## src/rtl/pipeline_pkg.sv

```systemverilog
`default_nettype none
// +----------------------------------------------------------------------------+
// | Module   : pipeline_pkg                                                    |
// | Purpose  : Shared types and constants for the pipeline hazard controller. |
// | Revision : 1.0                                                            |
// +----------------------------------------------------------------------------+
package pipeline_pkg;

  localparam int ADDR_WIDTH = 5;
  localparam logic [ADDR_WIDTH-1:0] ZERO_REG = '0;

  typedef struct packed {
    logic                  valid;
    logic [ADDR_WIDTH-1:0] addr;
  } inflight_entry_t;

  // Register 0 is hardwired zero, so it can never match a pending write.
  function automatic logic entry_matches(input inflight_entry_t entry,
                                         input logic [ADDR_WIDTH-1:0] reg_addr);
    return entry.valid && (entry.addr == reg_addr) && (reg_addr != ZERO_REG);
  endfunction

endpackage : pipeline_pkg
`default_nettype wire

```

## src/rtl/inflight_window.sv

```systemverilog
`default_nettype none
// +----------------------------------------------------------------------------+
// | Module   : inflight_window                                                 |
// | Purpose  : Shift register of destination registers from execute through  |
// |            writeback, with combinational hit lookups and a pending mask.  |
// | Revision : 1.0                                                            |
// +----------------------------------------------------------------------------+
module inflight_window
  import pipeline_pkg::*;
#(
  parameter int DEPTH = 3
) (
  input  logic                       clock,
  input  logic                       reset,
  input  inflight_entry_t            entry_in,
  input  logic [ADDR_WIDTH-1:0]      rs,
  input  logic [ADDR_WIDTH-1:0]      rt,
  output logic                       hit_rs,
  output logic                       hit_rt,
  output logic [2**ADDR_WIDTH-1:0]   pending_mask
);

  inflight_entry_t  r_entries [DEPTH];
  logic [DEPTH-1:0] w_match_rs;
  logic [DEPTH-1:0] w_match_rt;

  // The window advances every cycle regardless of stall, so it always drains.
  always_ff @(posedge clock) begin
    if (reset) begin
      for (int i = 0; i < DEPTH; i++) begin
        r_entries[i] <= '0;
      end
    end else begin
      r_entries[0] <= entry_in;
      for (int i = 1; i < DEPTH; i++) begin
        r_entries[i] <= r_entries[i-1];
      end
    end
  end

  for (genvar i = 0; i < DEPTH; i++) begin : g_hit
    assign w_match_rs[i] = entry_matches(r_entries[i], rs);
    assign w_match_rt[i] = entry_matches(r_entries[i], rt);
  end

  assign hit_rs = |w_match_rs;
  assign hit_rt = |w_match_rt;

  for (genvar r = 0; r < 2**ADDR_WIDTH; r++) begin : g_mask
    logic [DEPTH-1:0] w_match;
    for (genvar i = 0; i < DEPTH; i++) begin : g_entry
      assign w_match[i] = entry_matches(r_entries[i], ADDR_WIDTH'(r));
    end
    assign pending_mask[r] = |w_match;
  end

endmodule : inflight_window
`default_nettype wire

```

## src/rtl/hazard_controller.sv

```systemverilog
`default_nettype none
// +----------------------------------------------------------------------------+
// | Module   : hazard_controller                                               |
// | Purpose  : RAW hazard detection, stall/bubble/flush scheduling and a      |
// |            saturating stall-cycle counter for the five-stage pipeline.   |
// | Revision : 1.0                                                            |
// +----------------------------------------------------------------------------+
module hazard_controller #(
  parameter int ADDR_WIDTH  = pipeline_pkg::ADDR_WIDTH,
  parameter int DEPTH       = 3,
  parameter int COUNT_WIDTH = 16
) (
  input  logic                      clock,
  input  logic                      reset,
  input  logic                      decode_valid,
  input  logic [ADDR_WIDTH-1:0]     decode_rs,
  input  logic [ADDR_WIDTH-1:0]     decode_rt,
  input  logic [ADDR_WIDTH-1:0]     decode_rd,
  input  logic                      decode_uses_rs,
  input  logic                      decode_uses_rt,
  input  logic                      decode_writes,
  input  logic                      flush,
  output logic                      stall,
  output logic                      bubble,
  output logic [2**ADDR_WIDTH-1:0]  pending_mask,
  output logic [COUNT_WIDTH-1:0]    stall_count
);
  import pipeline_pkg::*;

  inflight_entry_t          w_entry_in;
  logic                     w_hit_rs;
  logic                     w_hit_rt;
  logic                     w_hazard;
  logic                     w_issue;
  logic [COUNT_WIDTH-1:0]   r_stall_count;

  // The decode instruction's own write is not in the window yet, so an
  // instruction with rd == rs only sees older producers.
  inflight_window #(
    .DEPTH        (DEPTH)
  ) u_window (
    .clock        (clock),
    .reset        (reset),
    .entry_in     (w_entry_in),
    .rs           (decode_rs),
    .rt           (decode_rt),
    .hit_rs       (w_hit_rs),
    .hit_rt       (w_hit_rt),
    .pending_mask (pending_mask)
  );

  assign w_hazard = (decode_uses_rs & w_hit_rs) | (decode_uses_rt & w_hit_rt);

  // Flush wins over stall: the killed instruction must not hold the front end.
  assign stall   = decode_valid & w_hazard & ~flush;
  assign w_issue = decode_valid & ~stall & ~flush;
  assign bubble  = ~w_issue;

  assign w_entry_in.valid = w_issue & decode_writes & (decode_rd != ZERO_REG);
  assign w_entry_in.addr  = decode_rd;

  always_ff @(posedge clock) begin
    if (reset) begin
      r_stall_count <= '0;
    end else if (stall && (r_stall_count != '1)) begin
      r_stall_count <= r_stall_count + 1'b1;
    end
  end

  assign stall_count = r_stall_count;

endmodule : hazard_controller
`default_nettype wire

```

## config.mk

```make
export PLATFORM = sky130hd
export DESIGN_NAME = hazard_controller
export DESIGN_NICKNAME = d
export VERILOG_FILES = /design/src/rtl/pipeline_pkg.sv /design/src/rtl/inflight_window.sv /design/src/rtl/hazard_controller.sv
export SDC_FILE = /design/constraint.sdc
export NUM_CORES = 1
export LEC_CHECK = 0
export ABC_AREA = 1
export CORE_ASPECT_RATIO = 1.4
export CORE_MARGIN = 10
export CORE_UTILIZATION = 46
export CTS_CLUSTER_SIZE = 24
export DETAILED_ROUTE_END_ITERATION = 12
export GPL_ROUTABILITY_DRIVEN = 0
export HOLD_SLACK_MARGIN = 0.03
export PLACE_DENSITY_LB_ADDON = 0.2
export SLEW_MARGIN = 5
export SYNTH_ARGS = -nofsm -noshare
export SYNTH_HDL_FRONTEND = slang
export SYNTH_SLANG_ARGS = --single-unit
```

## constraint.sdc

```tcl
create_clock -name clock -period 1.5 [get_ports clock]
set_input_delay 0.375 -clock clock [delete_from_list [all_inputs] [get_ports clock]]
set_output_delay 0.375 -clock clock [all_outputs]
set_load 0.02 [all_outputs]
```

### Word-level counts from Yosys, hierarchy flattened

Memories as Yosys holds them, arrays and structs flattened.
Index checks and enable logic that the tools add are counted.

| operators by class | value |
|---|---|
| bitwise operators | 15 |
| muxes and demuxes | 6 |
| reduce and logical (&&, ||, !) cells | 142 |
| add/sub/neg operators | 1 |
| equality and inequality tests | 100 |

Operators with widths:

| cell | number |
|---|---|
| == test 5 bit (second input constant) | 48 |
| == test 5 x 4 -> 1 bit (second input constant) | 24 |
| logical AND 1 bit | 106 |
| OR reduction 3 bit | 33 |
| == test 5 x 3 -> 1 bit (second input constant) | 12 |
| == test 5 x 2 -> 1 bit (second input constant) | 6 |
| == test 5 bit | 6 |
| two-way mux 6 bit | 3 |
| adder 16 x 1 -> 16 bit (second input constant) | 1 |
| != test 16 bit (second input constant) | 1 |
| == test 5 x 1 -> 1 bit (second input constant) | 3 |
| nonzero test 5 bit | 3 |
| bitwise AND 1 bit | 8 |
| bitwise OR 1 bit | 4 |
| two-way mux 1 bit | 3 |
| inverter 1 bit | 3 |

| word-level totals | value |
|---|---|
| bits in writable memories | 18 |
| bits of input ports | 22 |
| word-level logic and storage cells | 266 |
| flip-flop bits (word level) | 16 |
| memories | 1 |
| output and inout port bits | 50 |

Memory list:

| memory | depth | bits a word | rd ports | clocked after Yosys merged registers in | wr ports | RTL line | source |
|---|---|---|---|---|---|---|---|
| u_window.r_entries | 3 | 6 | 3 | 0 | 3 | inflight_window.sv:23 | `inflight_entry_t r_entries [DEPTH];` |

### Longest topological paths before layout

An unclocked memory read counts as a cell.

| depth | value |
|---|---|
| depth after elaboration | 15 |
| depth in mapped cells | 12 |
| gate-level depth less buffers | 12 |

### Modules after synthesis

From an unflattened synthesis, not the netlist that was laid out.

| second synthesis, totals | value |
|---|---|
| cell total of the unflattened synthesis | 550 |
| area, all modules | 2894.0 µm² |

By module, submodules not included:

| module | instances | area each (µm²) | sequential area each (µm²) | cells an instance |
|---|---|---|---|---|
| inflight_window | 1 | 1919.3 | 360.3 | 392 |
| hazard_controller | 1 | 974.7 | 320.3 | 158 |

### Least setup slack after synthesis

OpenSTA, ideal clock, no wires.

| path | value |
|---|---|
| path type | reg-to-reg |
| start point | reg r_stall_count[0] (netlist: stall_count[0]) |
| end point | reg r_stall_count[14] (netlist: stall_count[14]) |
| slack | -0.251 ns |
| path buffers | 1 |
| library setup time | 0.139 ns |
| stages on the path, launching flop included | 8 |
| data arrival time | 1.612 ns |
| clock period less this slack | 1.751 ns |
| cell sequence | dfxtp_1 ha_1 nand2_1 nor2_2 nand4_4 clkbuf_1 nand4_1 a21oi_2 |

| on the way | value |
|---|---|
| cells in the longest elaborated chain, start to end | 2 |
| elaborated cells on any way between the ends | 3 |
| those cells by class | 1 x add/sub; 1 x eq/ne; 1 x reduce/logical |

RTL lines:

| what | RTL line | source |
|---|---|---|
| from (decl) | hazard_controller.sv:35 | `logic [COUNT_WIDTH-1:0] r_stall_count;` |
| from (signal assigned) | hazard_controller.sv:66 | `r_stall_count <= r_stall_count + 1'b1;` |
| parallel branches: the longest is 2 deep, another holds adder 16 x 1 -> 16 bit | - |  |

Several ways; the timed one is not identified.
A chain may end at the register's enable or synchronous reset.

### Final worst setup path

| path | value |
|---|---|
| start point | in decode_rs[1] |
| end point | out stall |

| on the way | value |
|---|---|
| cells in the longest elaborated chain, start to end | 8 |
| elaborated cells on any way between the ends | 15 |
| those cells by class | 3 x eq/ne; 4 x bitwise; 8 x reduce/logical |

RTL lines:

| what | RTL line | source |
|---|---|---|
| from (decl) | hazard_controller.sv:16 | `input logic [ADDR_WIDTH-1:0] decode_rs,` |
| == test 5 bit | pipeline_pkg.sv:20 | `return entry.valid && (entry.addr == reg_addr) && (reg_addr != ZERO_REG);` |
| logical AND 1 bit (2 in a row) | pipeline_pkg.sv:20 |  |
| OR reduction 3 bit (*) | inflight_window.sv:46 | `assign hit_rs = \|w_match_rs;` |
| bitwise AND 1 bit (*) | hazard_controller.sv:52 | `assign w_hazard = (decode_uses_rs & w_hit_rs) \| (decode_uses_rt & w_hit_rt);` |
| bitwise OR 1 bit (*) | hazard_controller.sv:52 |  |
| bitwise AND 1 bit (*) (2 in a row) | hazard_controller.sv:55 | `assign stall = decode_valid & w_hazard & ~flush;` |
| to (decl) | hazard_controller.sv:23 | `output logic stall,` |

Mark *: on every way between the ends. The rest lies on a longest branch, timed or not.

==> reports/qor.csv <==
metric;value;unit
die_h;116;um
clkTransAtPathRegs;80;ps
clock_path_buffers;2;
grt_first_pass_wirelength;22.6;mm
violations;negative setup slack;
wl_per_cell;21.6;um
cts-buffers-inserted;5;
ys_ff_latch;34;
path_class;in2out;
max_freq;475;MHz
leakagePower;2.68;nW
clock-root-buffer;clkbuf_8;
clock_skew;10.2;ps
drc;0;
clkSinkCount;34;
cp.required;1120;ps
area_growth;81.3;%
max_slew_margin;0.606;
grt_max_degree;17;
fp.coreArea;0.00653;sq mm
seq_area_frac_synth;0.224;
worstSkewPairLatency;300;ps
grt_pass1_vias;4563;
synth.distinct_cells;30;
grt.total_usage;0.276;
antenna_found_initial;0;
multi_input_area;0.00285;sq mm
setup_violations;50;
synth_area;0.00304;sq mm
dr.pass1.iters;6;
setup_slack;-605;ps
cp_max_fo;3;
holdBufCountCts;0;
rsz0062_at_grt;true;
syn_inst;556;
dp_hpwl;8.61;mm
place_ws;-1210;ps
row_count;35;
critical_path_arrival;1730;ps
cap_violations;0;
viasPerCell;6.32;
finalCoreUtilization;0.844;
wirelength;16.5;mm
die_x;88.7;um
critPathCaptureType;output port;
start_kind;primary input;
fin_crit_sh;1.40;
synth.avg_cell_area;5.46;sq um
pin_count;72;
syn_nets;579;
nets;713;
yosysWarningCount;0;
ant_nets;0;
finalCriticalPeriod;2110;ps
hold_violations;0;
outcome;finished with violations;
powerDensity;470;mW/mm^2
cts_tree;done;
peakVddDrop;0.000469;V
hold_path.class;reg2reg;
grt_overflow_total;0;
dieArea;0.0103;sq mm
drv_slew;0;
start_util;0.466;
h-tree-depth;2;
port_buffers;70;
first_iter_violations;775;
seq_area;753;sq um
tightest_slew;583;ps
antenna_cells;0;
n_fill_cell;349;
drive_gt1_frac;0.517;
vias;4837;
==> final timing paths <==
check,endpoint,startpoint,depth (start not counted),slack [ps]
hold / removal,stall_count[15],stall_count[15],2,480
hold reg to reg,stall_count[15],stall_count[15],2,480
setup reg to reg,stall_count[0],u_window.r_entries[0][7],15,-460
setup / recovery,stall,decode_rs[1],12,-610
==> routing by layer <==
layer	GRT usage	routed length (um)	up-vias
li1	-	-	2005
met1	0.280	5400	2202
met2	0.475	7810	453
met3	0.0698	1740	177
met4	0.203	1600	0
met5	0	0	-
==> registers in the layout, summed over array words and instances, names as in the netlist <==
signal / flops
stall_count: 16
u_window.r_entries: 18
==> cells in the final DEF, fill, tap and decap left out, types with 2 or more instances in the layout <==
master           Yosys  layout
inv_6                0       2
o21ai_1              4       4
clkbuf_8             0       5
dfxtp_4              0      15
dfxtp_1             34       6
inv_1               45      24
nand2_4              2      25
xor2_1              13      13
nand3_4              1       2
clkdlybuf4s50_1      0      11
a21oi_2              9      13
buf_4                1      48
nand4_1             17      17
buf_12               0       3
nand3_1             48      24
nand2_1            204     159
inv_2               18      18
clkbuf_2             0       7
nor2_1             110      47
buf_6                1      50
clkdlybuf4s15_1      0       3
dfxtp_2              0      13
nor2_2               2      20
dlygate4sd2_1        0      15
bufinv_16            0       2
a21oi_1              6       2
nand2_2              9      31
nor3_1               6       5
buf_8                1       2
nand3_2              2      25
nor2_4               1      46
inv_4                0      19
==> power breakdown <==
group	internal, mW	leakage (nW)	switching, mW	total [mW]
Clock	0.666	0.0683	0.381	1.05
Sequential	0.904	0.293	0.0314	0.935
Combinational	0.224	2.32	0.380	0.604
==> what timing repair did <==
action / 4_1_cts / 5_1_grt
resized for setup: 448 / 95
pin swaps: 46 / 36
setup buffers: 3 / 6
gates cloned: 3 / 1
endpoints found under the setup margin: 66 / 52
==> cell type report <==
class,instances,share of cell area
clock inverters,3,0.0125
clock buffers,5,0.0125
well taps,74,0.0168
flip-flops and latches,34,0.137
inverters,63,0.0534
repair buffers,142,0.251
multi-input cells,444,0.517
==> critical path, cell delays in order <==
cell and delay (ps):
clkdlybuf4s15_2 220, buf_4 150, nand2_1 80, nand2_1 90, nor2_2 220, nand3_2 120
nand3_2 100, nand2_4 80, nand2_8 60, nand2_4 50, inv_2 50, buf_6 120
==> per-stage QoR <==
stage               total power [mW]  TNS, ps  std cells  hold slack [ps]  area, sq um
finish                          2.59   -19210        765              480         5510
global route                    2.66   -21500        765              500         5510
CTS                             2.47   -12340        759              482         5180
detailed placement              1.35   -30940        747              471         4340
global placement                1.35   -30060        747              469         4340
floorplan                       1.15    -63.7        556              450         3110
==> synth_stat cells <==
| cell type | n | area [sq um] |
|---|---|---|
| nand2_1 | 204 | 766 |
| nor2_1 | 110 | 413 |
| nand3_1 | 48 | 240 |
| inv_1 | 45 | 169 |
| dfxtp_1 | 34 | 681 |
| inv_2 | 18 | 67.6 |
| nand4_1 | 17 | 106 |
| xor2_1 | 13 | 114 |
| clkbuf_1 | 12 | 45.0 |
| a21oi_2 | 9 | 78.8 |
| nand2_2 | 9 | 56.3 |
| a21oi_1 | 6 | 30.0 |
| nor3_1 | 6 | 30.0 |
| o21ai_1 | 4 | 20.0 |
| nand2_4 | 2 | 22.5 |
| nand3_2 | 2 | 20.0 |
| nor2_2 | 2 | 12.5 |
| o21ai_0 | 2 | 10.0 |
| o311ai_0 | 2 | 17.5 |
| buf_4 | 1 | 7.51 |
| buf_6 | 1 | 11.3 |
| buf_8 | 1 | 15.0 |
| conb_1 | 1 | 3.75 |
| ha_1 | 1 | 12.5 |
| nand2_8 | 1 | 20.0 |
| nand3_4 | 1 | 17.5 |
| nand4_4 | 1 | 21.3 |
| nor2_4 | 1 | 11.3 |
| nor3_2 | 1 | 10.0 |
| xnor2_1 | 1 | 8.76 |
==> kinds of logic after synthesis <==
kind of cell,Yosys count,share of synthesized area
simple gates,405,0.575
fa+ha+maj,1,0.00412
flops,34,0.224
compound gates,23,0.0515
other cells,1,0.00123
xor+xnor,14,0.0404
buf+inv,78,0.104
No activity file was read; power rests on OpenSTA's default activity.
